**src/rtl/cdc_hs_tx_pkg.sv**
```systemverilog
// Shared definitions for the four-phase req/ack transmitter:
// FSM state encoding and default widths.
package cdc_hs_tx_pkg;

  localparam int DEF_DW    = 32;
  localparam int DEF_TMO_W = 8;

  typedef enum logic [1:0] {
    IDLE = 2'd0,
    REQ  = 2'd1,
    REL  = 2'd2
  } state_e;

endpackage

```
**src/rtl/dff_chain2.sv**
```systemverilog
// Two-stage synchroniser for a single level signal arriving from another clock domain.
module dff_chain2 (
  input  logic clk,
  input  logic rst_n,
  input  logic d,
  output logic q
);

  logic r_s1;
  logic r_s2;

  always_ff @(posedge clk or negedge rst_n) begin
    if (!rst_n) begin
      r_s1 <= 1'b0;
      r_s2 <= 1'b0;
    end else begin
      r_s1 <= d;
      r_s2 <= r_s1;
    end
  end

  assign q = r_s2;

endmodule

```
**src/rtl/cdc_hs_tx.sv**
```systemverilog
// Source-domain side of a four-phase req/ack CDC handshake with
// completion pulse and sticky timeout flag.
module cdc_hs_tx
  import cdc_hs_tx_pkg::*;
#(
  parameter int DW    = DEF_DW,
  parameter int TMO_W = DEF_TMO_W
) (
  input  logic          clk,
  input  logic          rst_n,
  input  logic          src_valid,
  output logic          src_ready,
  input  logic [DW-1:0] src_data,
  output logic          tx_req,
  output logic [DW-1:0] tx_data,
  input  logic          tx_ack,
  output logic          busy,
  output logic          done,
  output logic          err,
  input  logic          err_clr
);

  localparam logic [TMO_W-1:0] CNT_MAX = '1;

  state_e           r_state;
  state_e           w_state_next;
  logic             r_req;
  logic             w_req_next;
  logic [DW-1:0]    r_data;
  logic             r_done;
  logic             w_done_next;
  logic             r_err;
  logic             w_err_next;
  logic [TMO_W-1:0] r_cnt;
  logic [TMO_W-1:0] w_cnt_next;
  logic             w_ack_s;
  logic             w_accept;
  logic             w_sat;

  dff_chain2 u_ack_sync (
    .clk   (clk),
    .rst_n (rst_n),
    .d     (tx_ack),
    .q     (w_ack_s)
  );

  // A lingering ack in IDLE blocks new words until the receiver has released it.
  assign src_ready = (r_state == IDLE) && !w_ack_s;
  assign w_accept  = src_valid && src_ready;

  always_comb begin
    w_state_next = r_state;
    w_req_next   = r_req;
    w_done_next  = 1'b0;
    case (r_state)
      IDLE: begin
        if (w_accept) begin
          w_state_next = REQ;
          w_req_next   = 1'b1;
        end
      end
      REQ: begin
        if (w_ack_s) begin
          w_state_next = REL;
          w_req_next   = 1'b0;
        end
      end
      REL: begin
        if (!w_ack_s) begin
          w_state_next = IDLE;
          w_done_next  = 1'b1;
        end
      end
      default: begin
        w_state_next = IDLE;
        w_req_next   = 1'b0;
      end
    endcase
  end

  // Timeout only flags; the handshake keeps waiting for the ack.
  always_comb begin
    w_cnt_next = r_cnt;
    if (w_accept) begin
      w_cnt_next = '0;
    end else if ((r_state == REQ) && (r_cnt != CNT_MAX)) begin
      w_cnt_next = r_cnt + 1'b1;
    end
    w_sat = (w_cnt_next == CNT_MAX) && (r_cnt != CNT_MAX);
    if (w_sat) begin
      w_err_next = 1'b1;
    end else if (err_clr) begin
      w_err_next = 1'b0;
    end else begin
      w_err_next = r_err;
    end
  end

  always_ff @(posedge clk or negedge rst_n) begin
    if (!rst_n) begin
      r_state <= IDLE;
      r_req   <= 1'b0;
      r_data  <= '0;
      r_done  <= 1'b0;
      r_err   <= 1'b0;
      r_cnt   <= '0;
    end else begin
      r_state <= w_state_next;
      r_req   <= w_req_next;
      r_done  <= w_done_next;
      r_err   <= w_err_next;
      r_cnt   <= w_cnt_next;
      if (w_accept) begin
        r_data <= src_data;
      end
    end
  end

  assign tx_req  = r_req;
  assign tx_data = r_data;
  assign busy    = (r_state != IDLE);
  assign done    = r_done;
  assign err     = r_err;

endmodule

```
**config.mk**
```make
export PLATFORM = sky130hd
export DESIGN_NAME = cdc_hs_tx
export DESIGN_NICKNAME = d
export VERILOG_FILES = /design/src/rtl/cdc_hs_tx_pkg.sv /design/src/rtl/dff_chain2.sv /design/src/rtl/cdc_hs_tx.sv
export SDC_FILE = /design/constraint.sdc
export NUM_CORES = 1
export LEC_CHECK = 0
export CORE_ASPECT_RATIO = 0.7
export CORE_MARGIN = 2
export CORE_UTILIZATION = 39
export DETAILED_ROUTE_END_ITERATION = 7
export PLACE_DENSITY = 0.79
export SETUP_SLACK_MARGIN = 0.1
export SYNTH_ARGS = -nofsm -noshare
export SYNTH_HDL_FRONTEND = slang
export SYNTH_HIERARCHICAL = 1
export SYNTH_SLANG_ARGS = --single-unit
```
**constraint.sdc**
```tcl
create_clock -name clk -period 4.5 [get_ports clk]
set_clock_uncertainty 0.1 [all_clocks]
set_input_delay 0.9 -clock clk [delete_from_list [all_inputs] [get_ports clk]]
set_output_delay 0.9 -clock clk [all_outputs]
set_load 0.02 [all_outputs]
```
Word level (Yosys, flattened, before mapping)
Index checks and enable logic that the tools add are counted.

Register bits after elaboration: 47. Bits in latches: 0. Memory bits (writable): 0. Bits in read-only memories: 0. Output and inout bits: 37. Memories kept: 0.

Add/sub/neg operators: 1. Multiply operators: 0. Divide/modulo/power cells: 0. $lt $le $gt $ge: 0. Eq/ne operators: 7. Shift-type cells: 0. Mux-type cells: 13. Bitwise gates (word level): 1. Reduce and logical (&&, ||, !) cells: 10.

Operators by type and width (count): $mux 8 (2); $add 8x1->8 const B (1); $eq 8x8->1 const B (1); $ne 8x8->1 const B (1); $mux 1 (6); $mux 2 (3); $pmux 2 s3 (1); $reduce_and 3->1 (2); $logic_and 1x1->1 (4); $ne 2x2->1 const B (2); $reduce_bool 2->1 (2); $pmux 1 s3 (1); $eq 2x1->1 const B (1); $eq 2x2->1 const B (1); $logic_not 2->1 (1); $ne 2x1->1 const B (1); $logic_not 1->1 (1); $not 1->1 (1).

Depth between registers and ports, before layout
Gate-level depths: netlist (run 1).

Depth after elaboration: 7. Gate-level depth with buffers: 6. Gate-level depth less buffers: 5.

Cells and area by module
Netlist (run 1), hierarchy kept.

Modules (own cells, without submodules): cdc_hs_tx (times used 1, cells each 222, area an instance 2019.4 µm², seq. area each 1126.1 µm²); dff_chain2 (times used 1, cells each 2, area an instance 50.0 µm², seq. area each 50.0 µm²).

Least setup slack after synthesis (run 1)
Ideal clock, no wire load.

Path type: register to output. From: reg r_state[1]. To: out src_ready. Arrival: 0.826 ns. Data required time: 3.500 ns. Slack: 2.674 ns. Stages on the path, launching flop included: 2. Path buffers: 0. Cell sequence: dfrtp_1 > nor3_2.

Word-level cells in the longest chain between the ends: 2.

Ends and longest elaborated chain: start: declaration (RTL line cdc_hs_tx.sv:25) `state_e r_state;`; start signal: assignment (RTL line cdc_hs_tx.sv:108) `r_state <= w_state_next;`; $logic_not 2->1 (RTL line cdc_hs_tx.sv:48) `assign src_ready = (r_state == IDLE) && !w_ack_s;`; $logic_and 1x1->1 (RTL line cdc_hs_tx.sv:48); end: declaration (RTL line cdc_hs_tx.sv:12) `output logic src_ready,`.

No other way between the ends.

Worst setup path after layout (run 1)
Same ends and word-level chain as after synthesis.

==> results.yml, run 1 <==
synthesis:
  yosysWarnings: 6
  ys.flop_type: "dfrtp_1"
  ys_seq_elements: 47
  yosysUniqueCellTypes: 43
  synth_edf_count: 0
  synth_fp_nets: 262
  syn_avg_cell_area_sq_um: 9.24
  synth-seq-area-share_pct: 56.8
  syn-cell-area_sq_um: 2070
  synth_cells: 224
  synthArstFlopShare_pct: 100
placement:
  gp_congestion: 0.778
  postPlaceCellArea_sq_um: 2830
  hpwl_um: 3270
  io_buffers: 73
sta:
  finalHoldViolCount: 0
  finalCriticalPeriod_ns: 2.72
  drv_slew: 0
  finalSetupViolations: 0
  rsz0062_at_grt: "false"
  maxSlewHeadroom_pct: 30.0
  fin_setup_tns_ns: 0
  worst_pin_slew_ns: 1.05
  period_share_pct: 60.5
  fmax_mhz: 367
floorplanning:
  dieArea_sq_um: 5910
  dieHeight_um: 64.9
  core_area_sq_um: 5170
  start_util_pct: 40.0
  die_width_um: 91.1
  io_pins: 74
  row_count: 22
power_and_ir_drop:
  peakVddDrop_mv: 0.232
  leakagePower_nw: 1.38
  p_total_mw: 1.47
  p_per_area_nw_per_um2: 498
cts:
  post_cts.repair.setup_buffers: 0
  clock_latency_ns: 0.30
  cts.clk_slew.worst_paths_ns: 0.09
  cts_root_buf: "clkbuf_8"
  cts.sinks: 47
  cts_resized: 0
  cts_tree: "built"
  cts_buffers: 5
  cts.path.max_buffers: 2
  ctsHoldBuffers: 0
  cts.htree.levels: 2
global_routing:
  first_global_vias: 1734
  grt_max_degree: 48
  overflow: 0
  grt_pass1_wl_um: 7840
  antenna_found_initial: 0
  gr-usage-all-layers_pct: 16.6
setup_path:
  cp.required_ns: 3.50
  cp_max_fo: 6
  r2r-start: "r_state[1]"
  critPathCaptureType: "primary output"
  startpoint: "r_state[1]"
  arrival_ns: 1.72
  critPathLaunchType: "flip-flop"
  worstSetupPathType: "reg -> out"
cells_and_area:
  fin_nets: 331
  diodes: 0
  seqCellArea_sq_um: 1180
  syn2layout_area_growth_pct: 42.4
  drive_gt1_share_pct: 6.46
  final_cell_mix: "101 x nand2_1, 72 x clkdlybuf4s50_1, 47 x dfrtp_1, 8 x nor2_1, 6 x clkbuf_8"
  fill_cells: 466
  final_core_util_pct: 57.0
  fin_area_sq_um: 2950
  final_common_cell: "nand2_1"
  multi_input_area_sq_um: 812
routing:
  via_per_inst: 4.72
  dr.pass1.iters: 4
  ant_nets: 0
  wl_per_cell_um: 12.8
  dr_total_vias: 1728
  dr.first_iter.drc_count: 97
  drt-total-wl_um: 4700
  drc_errors: 0
flow_run:
  max_cap_violations: 0
hold_path:
  holdCritStartpoint: "u_ack_sync/r_s1"
  hp-class: "reg -> reg"
status:
  status: "finished, final reports clean"
## path summary, 6_finish.rpt
kind / cells past startpoint / end / slack (ns)
max: 2 / src_ready / 1.78
min: 0 / u_ack_sync/q / 0.27
max reg2reg: 5 / tx_data[13] / 2.26
min reg2reg: 0 / u_ack_sync/q / 0.27
max in group asynchronous: 1 / tx_data[16] / 3.02
min in group asynchronous: 1 / tx_data[8] / 0.66
## metrics by stage
| step | hold slack (ns) | cells | setup slack [ns] |
|---|---|---|---|
| floorplan | 0.231 | 224 | 2.67 |
| global placement | 0.232 | 358 | 1.65 |
| detailed placement | 0.247 | 358 | 1.63 |
| CTS | 0.267 | 366 | 1.79 |
| global route | 0.271 | 366 | 1.72 |
| finish | 0.265 | 366 | 1.78 |
## logic make-up (layout without fill, tap and decap cells)
logic type                 after synthesis  after routing  synth area share [%]
and+or+nand+nor                        131            131                  27.6
xor gates and xnor gates                 4              4                  1.69
DFF                                     47             47                  56.8
muxes                                    2              2                 0.967
adders and majority gates                1              1                 0.604
AOI/OAI and AO/OA                       23             23                  8.40
buffers and inverters                   16             86                  3.93
## Yosys cell counts (all sizes together) (2+ instances only)
cell type | n | area [sq um]
nand2 | 102 | 385
dfrtp | 47 | 1180
buf | 9 | 55.1
nor2 | 8 | 30.0
inv | 4 | 15.0
o211ai | 4 | 30.0
a21oi | 3 | 15.0
and3 | 3 | 23.8
clkbuf | 3 | 11.3
nand3 | 3 | 15.0
o21ai | 3 | 15.0
xor2 | 3 | 26.3
a31oi | 2 | 12.5
and2 | 2 | 12.5
mux2i | 2 | 20.0
nand2b | 2 | 12.5
nor2b | 2 | 12.5
nor3 | 2 | 15.0
nor4 | 2 | 18.8
## flip-flops by register name (all words and copies together) (netlist names)
signal,flops
tx_data,32
r_state,2
u_ack_sync/q,1
err,1
done,1
r_cnt,8
tx_req,1
u_ack_sync/r_s1,1
## final cells by class
class | instances | area share [%]
flip-flops and latches | 47 | 39.9
multi-input cells | 161 | 27.5
repair buffers | 74 | 24.9
well taps | 72 | 3.06
clock buffers | 6 | 2.80
clock inverters | 2 | 1.32
inverters | 4 | 0.509
## critical path, stage by stage, from the launching register on
cell	delay [ns]
dfrtp_1	0.45
nor3_2	0.31
clkdlybuf4s50_1	0.66
## report_power, final
part           switching [mW]  internal, mW  leakage (nW)  total [mW]
combinational           0.271         0.253         0.723       0.523
clock                   0.148         0.183        0.0618       0.330
sequential             0.0867         0.527         0.594       0.614
total                   0.505         0.963          1.38        1.47
## layer usage
metal	track usage, %	share of wire [%]
met5	0	0
met4	3.98	1.0
met3	5.23	6.7
met2	26.6	46
met1	22.2	46
Note: power is estimated with default switching activity, not from simulation.
==> inputs of run 2 (changes only) <==
Clock period 4.5 ns to 2.79 ns, I/O delays scaled along.
==> run 2 against run 1 <==
Clock power is 60% higher. Register-to-register slack worse by 1.5 ns. Power is 61% higher. First-iteration DRC count is 42% higher. Sequential share of layout area decreased by 0.30 points. Combinational power up 63%. Global-route usage increased by 1.1 points. Non-clock buffer count increased by 3. Worst hold slack worse by 0.040 ns. Cell area increased by 0.76%. Critical endpoint unchanged. Sequential power up 61%. Largest cell class unchanged.
==> results.yml, run 2 (same netlist as run 1, synthesis figures left out) <==
sta:
  fmax_mhz: 422
  rsz0062_at_grt: "false"
  drv_slew: 0
  worst_slack_ns: 0.421
  maxSlewHeadroom_pct: 61.8
  finalCriticalPeriod_ns: 2.37
  finalHoldViolCount: 0
  finalSetupViolations: 0
  worst_pin_slew_ns: 0.572
  fin_setup_tns_ns: 0
  period_share_pct: 84.9
  whs_ns: 0.225
global_routing:
  gr-usage-all-layers_pct: 17.7
  grt_pass1_wl_um: 8340
  grt_max_degree: 48
  overflow: 0
  antenna_found_initial: 0
  first_global_vias: 1778
cts:
  cts_buffers: 5
  cts_resized: 0
  cts_root_buf: "clkbuf_8"
  clock_latency_ns: 0.30
  cts.clk_slew.worst_paths_ns: 0.09
  post_cts.repair.setup_buffers: 0
  cts_tree: "built"
  cts.path.max_buffers: 2
  ctsHoldBuffers: 0
  cts.sinks: 47
  cts.htree.levels: 2
setup_path:
  path_cells: "nor3_2, clkdlybuf4s50_1"
  arrival_ns: 1.71
  worst_path_max_delay_cell: "clkdlybuf4s50_1"
  cp.required_ns: 2.13
  r2r_setup_slack_ns: 0.80
  cp_max_fo: 6
  worstSetupPathType: "reg -> out"
  r2r.worst_path.cells: 5
  r2r-start: "r_cnt[0]"
  critPathLaunchType: "flip-flop"
  crit_family: "buffers and inverters"
  slowest_delay_ns: 0.67
  reg2reg_to: "r_cnt[1]"
  critPathCaptureType: "primary output"
  cp.buffers_inverters: 1
placement:
  gp_congestion: 0.838
  io_buffers: 73
  hpwl_um: 3420
  pre_cts_ws_ns: 0.760
floorplanning:
  die_width_um: 91.1
  dieArea_sq_um: 5910
  core_area_sq_um: 5170
  start_util_pct: 40.0
  dieHeight_um: 64.9
  io_pins: 74
  row_count: 22
power_and_ir_drop:
  p_per_area_nw_per_um2: 797
  switching_share_pct: 34.2
  leakagePower_nw: 1.39
  p_clk_share_pct: 22.3
  p_int_mw: 1.56
  seqPwrFrac_pct: 41.7
  netSwitchingPower_uw: 810
  peakVddDrop_mv: 0.416
  power_frac_comb_pct: 36.0
cells_and_area:
  fin_nets: 334
  syn2layout_area_growth_pct: 43.5
  final_common_cell: "nand2_1"
  largest_reg_flops: 32
  diodes: 0
  final_cell_mix: "101 x nand2_1, 72 x clkdlybuf4s50_1, 47 x dfrtp_1, 8 x nor2_1, 6 x clkbuf_8"
  fill_cells: 468
  drive_gt1_share_pct: 7.41
routing:
  drc_errors: 0
  ant_nets: 0
  drt-total-wl_um: 4730
  dr.pass1.iters: 4
  dr.first_iter.drc_count: 138
  dr_total_vias: 1763
  via_per_inst: 4.78
  wl_per_cell_um: 12.8
hold_path:
  hp-class: "in -> async"
flow_run:
  max_cap_violations: 0
status:
  status: "finished, final reports clean"
run 2: worst max-delay path by stage:
stage	to	startpoint	slack, ns	depth (start not counted)
global placement	err	src_valid	0.79	4
floorplan	err	r_cnt[0]	1.05	6
finish	src_ready	r_state[1]	0.42	2
CTS	src_ready	r_state[1]	0.39	2
global route	src_ready	r_state[1]	0.32	2
detailed placement	src_ready	r_state[1]	0.76	2
run 2: cell type report:
class                      count  area, sq um  area share, %
timing repair buffer          77          756           25.4
clock buffer                   6         82.6           2.78
inverter                       4         15.0          0.505
multi-input combinational    161          812           27.3
clock inverter                 2         38.8           1.31
sequential                    47         1180           39.6
tap                           72         90.1           3.03
run 2: per-layer routing:
metal	GRT usage, %	vias up	share of wire (%)
li1	-	874	-
met1	23.7	834	47
met2	27.1	50	45
met3	6.28	5	6.8
met4	5.49	0	0.89
met5	0	-	0
run 2: stage by stage:
step / cells / cell area [sq um] / power [mW] / util, %
2_1_floorplan: 224 / 2070 / 1.42 / -
3_3_place_gp: 361 / 2850 / 1.84 / 55.1
3_5_place_dp: 361 / 2850 / 1.86 / 55.1
4_1_cts: 369 / 2970 / 2.40 / 57.4
5_1_grt: 369 / 2970 / 2.53 / 57.4
6_report: 369 / 2970 / 2.37 / 57.4
run 2: power by group through the flow:
| stage | Combinational (mW) | Sequential [mW] | Clock, mW |
|---|---|---|---|
| detailed placement | 0.863 | 0.997 | 0 |
| global placement | 0.846 | 0.990 | 0 |
| CTS | 0.865 | 0.988 | 0.546 |
| finish | 0.851 | 0.987 | 0.529 |
| floorplan | 0.275 | 1.15 | 0 |
| global route | 0.937 | 1.01 | 0.576 |
